--- config.mk ---
export PLATFORM = sky130hd
export DESIGN_NAME = hal1_seq_ctrl
export DESIGN_NICKNAME = d
export VERILOG_FILES = /design/src/rtl/hal1_seq_ctrl.sv
export SDC_FILE = /design/constraint.sdc
export NUM_CORES = 1
export LEC_CHECK = 0
export ABC_CLOCK_PERIOD_IN_PS = 3400
export CAP_MARGIN = 5
export CORE_AREA = 4 4 102 104
export DETAILED_ROUTE_END_ITERATION = 7
export DIE_AREA = 0 0 106 108
export PLACE_DENSITY = 0.8
export SKIP_CTS_REPAIR_TIMING = 1
export SYNTH_ARGS = -nofsm -noshare
export SYNTH_HDL_FRONTEND = slang
export SYNTH_SLANG_ARGS = --single-unit
--- constraint.sdc ---
create_clock -name clk -period 3.4 [get_ports clk]
set_clock_uncertainty 0.1 [all_clocks]
set_input_delay 0.85 -clock clk [delete_from_list [all_inputs] [get_ports clk]]
set_output_delay 0.85 -clock clk [all_outputs]
set_load 0.02 [all_outputs]
--- src/rtl/hal1_seq_ctrl.sv ---
// hal1_seq_ctrl
//   Multi-cycle fetch/decode/execute sequencer for the HAL1 accumulator
//   machine. It owns the program counter and the instruction register. It
//   issues every instruction fetch and operand access to the shared 32-bit
//   memory through a req/ack handshake, so memory latency can vary. It also
//   drives one-cycle load strobes to the external accumulator datapath.
//
// Ports
//   clk          system clock, all state updates on the rising edge
//   reset        synchronous active-high reset
//   run          start pulse, only looked at while idle
//   mem_req      memory request, held until mem_ack
//   mem_we       1 = write accumulator to mem_addr (STO), valid with mem_req
//   mem_addr     13-bit memory word address, valid with mem_req
//   mem_ack      access completes this cycle (ignored while mem_req = 0)
//   mem_rdata    32-bit read data, valid with mem_ack on reads
//   acc_ld       one-cycle accumulator update strobe
//   acc_op       00 LOAD, 01 SUB, 10 NEG
//   acc_operand  operand latched from the last operand read
//   pc           program counter
//   ir           instruction register
//   halted       1 while in HALT
//   err          sticky memory-timeout flag
module hal1_seq_ctrl #(
  parameter logic [12:0] PC_RESET = 13'h0000,
  parameter int unsigned TIMEOUT  = 16
) (
  input  logic        clk,
  input  logic        reset,
  input  logic        run,
  output logic        mem_req,
  output logic        mem_we,
  output logic [12:0] mem_addr,
  input  logic        mem_ack,
  input  logic [31:0] mem_rdata,
  output logic        acc_ld,
  output logic [1:0]  acc_op,
  output logic [31:0] acc_operand,
  output logic [12:0] pc,
  output logic [15:0] ir,
  output logic        halted,
  output logic        err
);

  typedef enum logic [2:0] {
    S_IDLE,
    S_FETCH,
    S_DECODE,
    S_OPERAND,
    S_EXEC,
    S_HALT
  } state_e;

  localparam logic [2:0] OP_JMP = 3'b000;
  localparam logic [2:0] OP_JRP = 3'b001;
  localparam logic [2:0] OP_LDA = 3'b010;
  localparam logic [2:0] OP_STO = 3'b011;
  localparam logic [2:0] OP_SB0 = 3'b100;
  localparam logic [2:0] OP_SB1 = 3'b101;
  localparam logic [2:0] OP_LDN = 3'b110;
  localparam logic [2:0] OP_STP = 3'b111;

  localparam logic [1:0] ACC_LOAD = 2'b00;
  localparam logic [1:0] ACC_SUB  = 2'b01;
  localparam logic [1:0] ACC_NEG  = 2'b10;

  // The counter holds the number of unacknowledged cycles already spent in
  // the current access. It only has to reach TIMEOUT-1.
  localparam int unsigned CW       = $clog2(TIMEOUT + 1);
  localparam logic [CW-1:0] TMO_LAST = CW'(TIMEOUT - 1);

  state_e        state_q, state_d;
  logic [12:0]   pc_q, pc_d;
  logic [15:0]   ir_q, ir_d;
  logic [31:0]   opnd_q, opnd_d;
  logic          req_q, req_d;
  logic          we_q, we_d;
  logic [12:0]   addr_q, addr_d;
  logic          accld_q, accld_d;
  logic [1:0]    accop_q, accop_d;
  logic          halted_q, halted_d;
  logic          err_q, err_d;
  logic [CW-1:0] tmo_q, tmo_d;

  logic [2:0]    opcode;
  logic          tmoHit;

  assign opcode = ir_q[15:13];
  assign tmoHit = (tmo_q == TMO_LAST);

  // State and output registers. Reset wins over everything, including an
  // access that is still waiting for its ack.
  always_ff @(posedge clk) begin
    if (reset) begin
      state_q  <= S_IDLE;
      pc_q     <= PC_RESET;
      ir_q     <= '0;
      opnd_q   <= '0;
      req_q    <= 1'b0;
      we_q     <= 1'b0;
      addr_q   <= '0;
      accld_q  <= 1'b0;
      accop_q  <= ACC_LOAD;
      halted_q <= 1'b0;
      err_q    <= 1'b0;
      tmo_q    <= '0;
    end else begin
      state_q  <= state_d;
      pc_q     <= pc_d;
      ir_q     <= ir_d;
      opnd_q   <= opnd_d;
      req_q    <= req_d;
      we_q     <= we_d;
      addr_q   <= addr_d;
      accld_q  <= accld_d;
      accop_q  <= accop_d;
      halted_q <= halted_d;
      err_q    <= err_d;
      tmo_q    <= tmo_d;
    end
  end

  // Next-state logic. Every output is computed one cycle ahead so that
  // mem_req is already high in the first cycle of FETCH/OPERAND. It drops in
  // the cycle after the ack, or after a timeout. An ack arriving together
  // with the last allowed cycle still completes the access.
  always_comb begin
    state_d  = state_q;
    pc_d     = pc_q;
    ir_d     = ir_q;
    opnd_d   = opnd_q;
    req_d    = req_q;
    we_d     = we_q;
    addr_d   = addr_q;
    accld_d  = 1'b0;
    accop_d  = accop_q;
    halted_d = halted_q;
    err_d    = err_q;
    tmo_d    = tmo_q;

    case (state_q)
      S_IDLE: begin
        if (run) begin
          state_d = S_FETCH;
          req_d   = 1'b1;
          we_d    = 1'b0;
          addr_d  = pc_q;
          tmo_d   = '0;
        end
      end

      S_FETCH: begin
        if (mem_ack) begin
          ir_d    = mem_rdata[15:0];
          req_d   = 1'b0;
          state_d = S_DECODE;
        end else if (tmoHit) begin
          err_d    = 1'b1;
          req_d    = 1'b0;
          halted_d = 1'b1;
          state_d  = S_HALT;
        end else begin
          tmo_d = tmo_q + 1'b1;
        end
      end

      S_DECODE: begin
        if (opcode == OP_STP) begin
          halted_d = 1'b1;
          state_d  = S_HALT;
        end else begin
          state_d = S_OPERAND;
          req_d   = 1'b1;
          we_d    = (opcode == OP_STO);
          addr_d  = ir_q[12:0];
          tmo_d   = '0;
        end
      end

      S_OPERAND: begin
        if (mem_ack) begin
          if (opcode != OP_STO) begin
            opnd_d = mem_rdata;
          end
          req_d   = 1'b0;
          we_d    = 1'b0;
          state_d = S_EXEC;
          case (opcode)
            OP_LDA: begin
              accld_d = 1'b1;
              accop_d = ACC_LOAD;
            end
            OP_SB0, OP_SB1: begin
              accld_d = 1'b1;
              accop_d = ACC_SUB;
            end
            OP_LDN: begin
              accld_d = 1'b1;
              accop_d = ACC_NEG;
            end
            default: accld_d = 1'b0;
          endcase
        end else if (tmoHit) begin
          err_d    = 1'b1;
          req_d    = 1'b0;
          we_d     = 1'b0;
          halted_d = 1'b1;
          state_d  = S_HALT;
        end else begin
          tmo_d = tmo_q + 1'b1;
        end
      end

      // Jump targets come from the latched operand. Only its low 13 bits
      // matter, and pc arithmetic wraps naturally at 13 bits.
      S_EXEC: begin
        case (opcode)
          OP_JMP:  pc_d = opnd_q[12:0];
          OP_JRP:  pc_d = pc_q + opnd_q[12:0];
          default: pc_d = pc_q + 13'd1;
        endcase
        state_d = S_FETCH;
        req_d   = 1'b1;
        we_d    = 1'b0;
        addr_d  = pc_d;
        tmo_d   = '0;
      end

      S_HALT: begin
        state_d = S_HALT;
      end

      default: begin
        state_d = S_IDLE;
        req_d   = 1'b0;
        we_d    = 1'b0;
      end
    endcase
  end

  assign mem_req     = req_q;
  assign mem_we      = we_q;
  assign mem_addr    = addr_q;
  assign acc_ld      = accld_q;
  assign acc_op      = accop_q;
  assign acc_operand = opnd_q;
  assign pc          = pc_q;
  assign ir          = ir_q;
  assign halted      = halted_q;
  assign err         = err_q;

endmodule
==> Word-level counts from Yosys, hierarchy flattened <==
Index checks and enable logic that the tools add are counted.
{ "word_totals": {"output_inout_bits": 81, "elab_cells": 90, "in_bits": 36, "ff_bits": 89} }
{ "op_classes": {"bitwise_logic": 4, "n_mux": 29, "addsub": 3, "n_reduce_logical": 20, "n_eq_ne": 22} }
{ "op_table": {"columns": ["cell", "n"], "rows": [
  ["13-bit case mux with 3 select lines", 1],
  ["13-bit 2-to-1 mux", 2],
  ["13-bit case mux with 2 select lines", 1],
  ["5-bit 2-to-1 mux", 4],
  ["5-bit case mux with 4 select lines", 1],
  ["3-bit equality test, second input constant", 6],
  ["3-bit case mux with 6 select lines", 1],
  ["3-bit 2-to-1 mux", 5],
  ["13-bit by 1-bit adder with 13-bit output, second input constant", 1],
  ["13-bit adder", 1],
  ["3-bit by 2-bit equality test with 1-bit output, second input constant", 4],
  ["3-bit AND reduction", 4],
  ["4-bit AND reduction", 3],
  ["1-bit 2-to-1 mux", 10],
  ["2-bit != test, second input constant", 5],
  ["3-bit by 1-bit equality test with 1-bit output, second input constant", 2],
  ["3-bit logical NOT", 2],
  ["2-bit case mux with 3 select lines", 1],
  ["3-bit nonzero test", 2],
  ["2-bit OR reduction", 3],
  ["5-bit by 1-bit adder with 5-bit output, second input constant", 1],
  ["5-bit by 4-bit equality test with 1-bit output, second input constant", 1],
  ["1-bit case mux with 5 select lines", 1],
  ["5-bit AND reduction", 1],
  ["other kinds (12)", 15]
]} }

==> Depth between registers and ports, before layout <==
Gate-level depths: netlist (run 1).
{ "depth": {"depth_word": 4, "depth_mapped": 12, "mapped_depth_nobuf": 11} }

==> Worst setup path before layout (run 1) <==
OpenSTA, ideal clock, no wires.
{ "synth_timing": {"kind": "register -> register", "start": "register ir_q[13] (netlist: ir[13])", "end": "register pc_q[12] (netlist: pc[12])", "n_path_buf": 2, "required_ns": 3.223, "path_stages_with_launch": 11, "path_slack_ns": 0.358, "period_less_slack_ns": 3.042, "setup_ns": 0.077, "t_arrival_ns": 2.865, "path_cell_list": "dfxtp_1 -> buf_2 -> nor3b_1 -> clkbuf_1 -> nand2_1 -> fa_1 -> nand2b_1 -> a21o_1 -> a31o_1 -> a2111o_1 -> a41oi_2"} }
{ "synth_via": {"elab_chain_cells": 2, "word_cells_on_any_way": 3, "classes_between": "eq/ne: 1; mux: 1; reduce/logical: 1"} }
{ "synth_lines": {"columns": ["element", "line", "text"], "rows": [
  ["start, declared", "74", "logic [15:0] ir_q, ir_d;"],
  ["start signal, assigned", "110", "ir_q <= ir_d;"],
  ["3-bit by 1-bit equality test with 1-bit output or 3-bit logical NOT (tied branches)", "217", "case (opcode)"],
  ["13-bit case mux with 2 select lines *", "217", null],
  ["end signal, assigned", "109", "pc_q <= pc_d;"],
  ["end, declared", "73", "logic [12:0] pc_q, pc_d;"]
]} }
Every way passes the cells marked *; elsewhere a longest branch is shown, timed or not.
A chain may end at the register's enable or synchronous reset.

==> Worst setup path after layout (run 1) <==
Same ends and word-level chain as after synthesis.

==> flow_summary_export.csv, run 1 <==
group,metric,value,unit
outcome,outcome,"finished clean",
clock_tree,clkSinkCount,89,
clock_tree,cts_tree,"done",
grt,gr-usage-all-layers,0.246,
final_layout,fin_util,0.637,
worst_hold_path,hold_path.class,"register to register",
final_layout,diodes,0,
yosys,synth_top_area_cell,"dfxtp_1",
grt,overflow,0,
sta,hold_viol,0,
grt,antenna_found_initial,0,
final_layout,nets,750,
floorplan,die_y,108,um
critical_path,crit_path_max_incr_delay,460,ps
critical_path,worstRegToRegCells,9,
sta,finalSetupViolCount,0,
routing,avgViaCountPerCell,5.81,
power_and_ir_drop,p_leak,2.10,nW
yosys,yosys.cell_types.count,61,
critical_path,cp_max_fo,11,
routing,routed_wl,14.3,mm
floorplan,core,0.00955,mm^2
sta,period_minus_slack,2800,ps
critical_path,cp_top_family,"compound AO/OA/AOI/OAI gates",
yosys,syn_inst,600,
grt,grt_max_degree,59,
floorplan,die_w,106,um
clock_tree,clk_pin_slew,90,ps
sta,worst_slew_pin_slew,828,ps
yosys,netlist_area,0.00467,mm^2
placed_design,io_buffers,116,
sta,maxClockFrequency,357,MHz
sta,slew_headroom,0.446,
final_layout,nFillCells,874,
worst_hold_path,hold_depth,2,
yosys,synthArstFlopShare,0,
floorplan,io_pins,117,
yosys,yosys-top-cells-area,"dfxtp_1 38%, nand2_1 11%, a21oi_1 9.0%, ha_1 3.8%, nor2_1 3.4%",
sta,fin_crit_sh,0.825,
critical_path,r2r_end,"pc[12]$_SDFFE_PP0P_",
placed_design,placed_area,0.00587,mm^2
critical_path,worstPathArrival,2980,ps
yosys,syn_area_per_cell,7.78,um^2
yosys,yosys.cell_count.top_type,"nand2_1",
yosys,ys_ff_latch,89,
final_layout,design_area,0.00608,mm^2
worst_hold_path,holdPathEnd,"acc_operand[29]$_SDFFE_PP0P_",
yosys,syn-num-nets,651,
final_layout,multi_input_area,0.00262,mm^2
routing,detailroute.via_count,4866,
critical_path,start_kind,"register",
critical_path,critical_path.cell_chain,"nor3b_1, buf_4, and2_1, ha_1, nand2_1, a211o_1, a31o_1, a2111o_1, a41oi_2",
routing,drt_pass1_iterations,7,
power_and_ir_drop,p_per_area,398,mW/mm^2
routing,drtAntennaViolNets,0,
yosys,synth_top_area_frac,0.382,
grt,grt_pass1_wl,22.6,mm
final_layout,area_growth,30.2,%
yosys,synth_edf_count,0,
critical_path,worstPathRequired,3580,ps
final_layout,regArea,0.00178,mm^2
yosys,synth_ff_type,"dfxtp_1",
placed_design,hpwl,10.6,mm
clock_tree,insertion_delay,360,ps
yosys,synth_warnings,0,
clock_tree,cts_buffers,9,
sta,rsz0062_at_grt,"no",
placed_design,place.gp.congestion,0.940,
floorplan,dieArea,0.0114,mm^2
routing,drc_errors,0,
clock_tree,cts.htree.levels,3,
grt,grt_pass1_vias,4428,
floorplan,start_util,0.489,
yosys,synth_top_cells_by_count,"137 x nand2_1, 89 x dfxtp_1, 84 x a21oi_1",
critical_path,cp-end-kind,"register",
floorplan,row_count,36,
routing,wl_per_cell,17.1,um
critical_path,critPathKind,"register to register",
critical_path,critPathBufInv,1,
critical_path,r2r-start,"ir[13]$_SDFFE_PP0P_",
routing,drt-initial-drc-count,323,
power_and_ir_drop,ir_drop,0.249,mV
run,cap_violations,0,
worst_hold_path,worstHoldStart,"acc_operand[29]$_SDFFE_PP0P_",
sta,setup_tns,0,ps
clock_tree,cts_buffer_depth,2,
sta,slew_violations,0,
yosys,synth.yosys.seq_area_share,0.382,
critical_path,r2r_slack,600,ps
final_layout,drive_gt1_frac,0.0724,
critical_path,cp_slowest_cell,"a2111o_1",
clock_tree,root_buffer,"clkbuf_8",
==> area by class of cell <==
type,count,share of cell area
clock buffer,10,0.0226
sequential,89,0.293
multi-input combinational,462,0.431
tap,133,0.0274
inverter,6,0.00371
timing repair buffer,131,0.211
clock inverter,6,0.0117
==> routing by layer <==
layer  share of wire  track usage  vias up
met4           0.027       0.0990        0
met5               0            0        -
li1                -            -     2311
met2            0.47        0.404      232
met1            0.41        0.311     2289
met3           0.090       0.0633       34
==> tightest hold or removal path, cell delays in order, from the launching register on <==
cell,delay [ps]
dfxtp_1,320
nand2_1,50
a21oi_1,50
==> worst max path at each step <==
stage / startpoint / endpoint / slack [ps] / depth (start not counted)
6_report: ir[13]$_SDFFE_PP0P_ / pc[12]$_SDFFE_PP0P_ / 600 / 9
5_1_grt: ir[13]$_SDFFE_PP0P_ / mem_addr[9]$_SDFFE_PP0P_ / 370 / 10
4_1_cts: ir[13]$_SDFFE_PP0P_ / pc[12]$_SDFFE_PP0P_ / 620 / 9
3_5_place_dp: run / mem_addr[7]$_SDFFE_PP0P_ / 550 / 6
3_3_place_gp: run / mem_addr[7]$_SDFFE_PP0P_ / 620 / 6
2_1_floorplan: ir[13]$_SDFFE_PP0P_ / pc[12]$_SDFFE_PP0P_ / 360 / 10
==> cells by family (layout without fill, tap and decap cells) <==
| group | count (synthesis) | in the layout | share of synthesized area |
|---|---|---|---|
| compound gates | 181 | 181 | 0.246 |
| xor+xnor | 9 | 9 | 0.0169 |
| fa+ha+maj | 15 | 15 | 0.0418 |
| buf+inv | 49 | 153 | 0.0592 |
| flops | 89 | 89 | 0.382 |
| mux | 3 | 3 | 0.00643 |
| simple gates | 254 | 254 | 0.248 |
==> layout by cell type, fill, tap and decap left out, types with 2 or more instances in the layout <==
| cell type | Yosys | final |
|---|---|---|
| nand4_1 | 2 | 2 |
| xnor2_1 | 7 | 7 |
| o211ai_1 | 4 | 4 |
| clkdlybuf4s50_1 | 0 | 115 |
| a31oi_1 | 6 | 6 |
| xor2_1 | 2 | 2 |
| a21o_1 | 3 | 3 |
| nor2_1 | 42 | 41 |
| o22ai_1 | 9 | 9 |
| nor2b_1 | 2 | 2 |
| a21oi_2 | 3 | 3 |
| dfxtp_1 | 89 | 89 |
| buf_4 | 0 | 14 |
| nand2b_1 | 8 | 8 |
| nor3b_1 | 2 | 2 |
| o22a_1 | 4 | 4 |
| a22oi_1 | 6 | 6 |
| mux2i_1 | 3 | 3 |
| a311oi_1 | 9 | 9 |
| inv_6 | 0 | 3 |
| o21a_1 | 2 | 2 |
| and3_1 | 2 | 2 |
| nor4_1 | 2 | 2 |
| nand2_1 | 137 | 137 |
| and2_1 | 13 | 13 |
| or3_1 | 8 | 8 |
| inv_1 | 6 | 6 |
| a21oi_1 | 84 | 84 |
| ha_1 | 14 | 14 |
| nand3_1 | 10 | 10 |
| a211oi_1 | 9 | 9 |
| nor3_1 | 15 | 15 |
| clkbuf_8 | 3 | 10 |
| o21ai_0 | 20 | 20 |
| clkinvlp_4 | 0 | 2 |
| a41oi_2 | 2 | 2 |
| o21ai_1 | 8 | 7 |
==> report_power, final <==
part / leakage [nW] / internal, mW / switching, mW
clock: 0.0999 / 0.368 / 0.414
sequential: 0.721 / 1.09 / 0.0537
combinational: 1.28 / 0.210 / 0.288
==> state kept, by name, indices dropped and copies added (netlist names) <==
register / count
acc_ld: 1
acc_op: 2
acc_operand: 32
err: 1
halted: 1
ir: 16
mem_addr: 13
mem_req: 1
mem_we: 1
pc: 13
state_q: 3
tmo_q: 5
==> through the flow <==
step	cells	hold WS, ps	worst slack [ps]	power [mW]
final	837	359	596	2.42
after global routing	837	381	373	2.52
after CTS	837	361	625	2.42
after detailed placement	821	347	545	1.66
after global placement	821	342	623	1.64
after floorplan	600	354	358	1.47
Power figures use the tool's default switching activity.
==> inputs of run 2 (changes only) <==
--- a/config.mk
+++ b/config.mk
@@ -5,7 +5,7 @@
 export SDC_FILE = /design/constraint.sdc
 export NUM_CORES = 1
 export LEC_CHECK = 0
-export ABC_CLOCK_PERIOD_IN_PS = 3400
+export ABC_CLOCK_PERIOD_IN_PS = 2900
 export CAP_MARGIN = 5
 export CORE_AREA = 4 4 102 104
 export DETAILED_ROUTE_END_ITERATION = 7
==> constraint.sdc (replaced) <==
create_clock -name clk -period 2.9 [get_ports clk]
set_clock_uncertainty 0.1 [all_clocks]
set_input_delay 0.725 -clock clk [delete_from_list [all_inputs] [get_ports clk]]
set_output_delay 0.725 -clock clk [all_outputs]
set_load 0.02 [all_outputs]
==> flow_summary_export.csv, run 2 (synthesized netlist as in run 1, its figures left out) <==
group,metric,value,unit
sta,fin_crit_sh,0.938,
worst_hold_path,holdPathEnd,"acc_operand[31]$_SDFFE_PP0P_",
power_and_ir_drop,power_frac_seq,0.458,
clock_tree,cts.htree.levels,3,
placed_design,hpwl,10.7,mm
clock_tree,cts_buffers,9,
grt,antenna_found_initial,0,
sta,slew_violations,0,
critical_path,r2r-start,"ir[15]$_SDFFE_PP0P_",
power_and_ir_drop,p_comb_frac,0.206,
floorplan,core,0.00955,mm^2
clock_tree,root_buffer,"clkbuf_8",
routing,drtAntennaViolNets,0,
final_layout,largest_register_ffs,32,
floorplan,die_y,108,um
grt,grt_max_degree,52,
power_and_ir_drop,p_leak,2.18,nW
clock_tree,cts_buffer_depth,2,
final_layout,nets,763,
power_and_ir_drop,p_int,2.03,mW
floorplan,io_pins,117,
sta,setup_tns,0,ps
sta,hold_viol,0,
critical_path,worstPathArrival,2900,ps
sta,maxClockFrequency,368,MHz
critical_path,critPathKind,"register to register",
routing,wl_per_cell,17.1,um
power_and_ir_drop,p_sw,0.892,mW
routing,avgViaCountPerCell,5.80,
run,cap_violations,0,
critical_path,r2r_slack,180,ps
clock_tree,clkSinkCount,89,
clock_tree,insertion_delay,370,ps
critical_path,cp-end-kind,"register",
final_layout,final_cell_mix,"137 x nand2_1, 115 x clkdlybuf4s50_1, 88 x dfxtp_1",
critical_path,crit_path_max_incr_delay,350,ps
floorplan,row_count,36,
grt,overflow,0,
critical_path,start_kind,"register",
grt,grt_pass1_vias,4718,
power_and_ir_drop,ir_drop,0.320,mV
placed_design,io_buffers,116,
clock_tree,clk_pin_slew,100,ps
sta,rsz0062_at_grt,"no",
placed_design,place.gp.congestion,0.956,
critical_path,r2r_end,"mem_addr[9]$_SDFFE_PP0P_",
worst_hold_path,hold_depth,2,
grt,gr-usage-all-layers,0.253,
final_layout,fin_util,0.648,
critical_path,cp_max_fo,11,
final_layout,drive_gt1_frac,0.0921,
routing,routed_wl,14.5,mm
final_layout,area_growth,32.5,%
power_and_ir_drop,clkPwrFrac,0.336,
routing,drt_pass1_iterations,5,
routing,drc_errors,0,
critical_path,cp_slowest_cell,"dfxtp_2",
routing,drt-initial-drc-count,452,
final_layout,diodes,0,
sta,period_minus_slack,2720,ps
sta,worst_slew_pin_slew,1010,ps
power_and_ir_drop,sw_frac_of_total,0.305,
critical_path,critical_path.cell_chain,"nor3b_2, buf_4, and2_1, ha_1, o211ai_1, o21ai_1, o2111ai_1, mux2i_1, a21oi_1, a311oi_1",
floorplan,start_util,0.489,
critical_path,worstRegToRegCells,10,
grt,grt_pass1_wl,23.3,mm
power_and_ir_drop,p_per_area,472,mW/mm^2
final_layout,mostFrequentLayoutCell,"nand2_1",
routing,detailroute.via_count,4931,
sta,finalSetupViolCount,0,
floorplan,dieArea,0.0114,mm^2
worst_hold_path,worstHoldStart,"acc_operand[31]$_SDFFE_PP0P_",
outcome,outcome,"finished clean",
worst_hold_path,hold_path.class,"register to register",
critical_path,worstPathRequired,3080,ps
clock_tree,cts_tree,"done",
floorplan,die_w,106,um
sta,slew_headroom,0.329,
-- run 2: layout make-up --
cell class                      count  area [um^2]
Timing Repair Buffer              144         1370
Tap cell                          133          166
Multi-Input combinational cell    462         2620
Fill cell                         841         3360
Sequential cell                    89         1780
Clock inverter                      7          101
Clock buffer                        9          124
Inverter                            6         22.5
-- run 2: per-layer routing --
metal  track usage  wire (um)
met5             0          0
met4         0.114        488
met3        0.0585       1300
met2         0.421       6780
met1         0.315       5950
-- run 2: worst max path at each step --
stage                         from                        end  slack [ps]
2_1_floorplan  ir[13]$_SDFFE_PP0P_        pc[12]$_SDFFE_PP0P_           9
3_3_place_gp   ir[15]$_SDFFE_PP0P_   mem_addr[9]$_SDFFE_PP0P_         280
3_5_place_dp   ir[15]$_SDFFE_PP0P_   mem_addr[9]$_SDFFE_PP0P_         190
4_1_cts        ir[15]$_SDFFE_PP0P_   mem_addr[9]$_SDFFE_PP0P_         160
5_1_grt        ir[13]$_SDFFE_PP0P_  mem_addr[10]$_SDFFE_PP0P_           4
6_report       ir[15]$_SDFFE_PP0P_   mem_addr[9]$_SDFFE_PP0P_         180
-- run 2: power groups by stage --
stage	clock network (mW)	logic (mW)	registers, mW
after floorplan	0	0.332	1.39
after detailed placement	0	0.592	1.36
after CTS	0.982	0.598	1.33
after global placement	0	0.580	1.36
final	0.982	0.602	1.34
after global routing	1.02	0.651	1.34
-- run 2: critical path: cells and delay by family, from the launching register on --
kind | cells | cell delay, ps
multiplexers | 1 | 230
AND/OR/NAND/NOR | 2 | 460
flip-flops | 1 | 350
adder cells (fa/ha/maj) | 1 | 270
buffers and inverters | 1 | 220
AO/OA/AOI/OAI | 5 | 1020
-- run 2: metrics by stage --
step                      area, um^2  power, mW  setup WS [ps]  hold slack, ps  std cells
final                           6190       2.92            179             362        850
after global placement          5960       1.94            281             341        834
after global routing            6190       3.01           4.45             377        850
after detailed placement        5960       1.95            191             349        834
after CTS                       6180       2.91            164             362        850
after floorplan                 4680       1.73           8.63             354        600
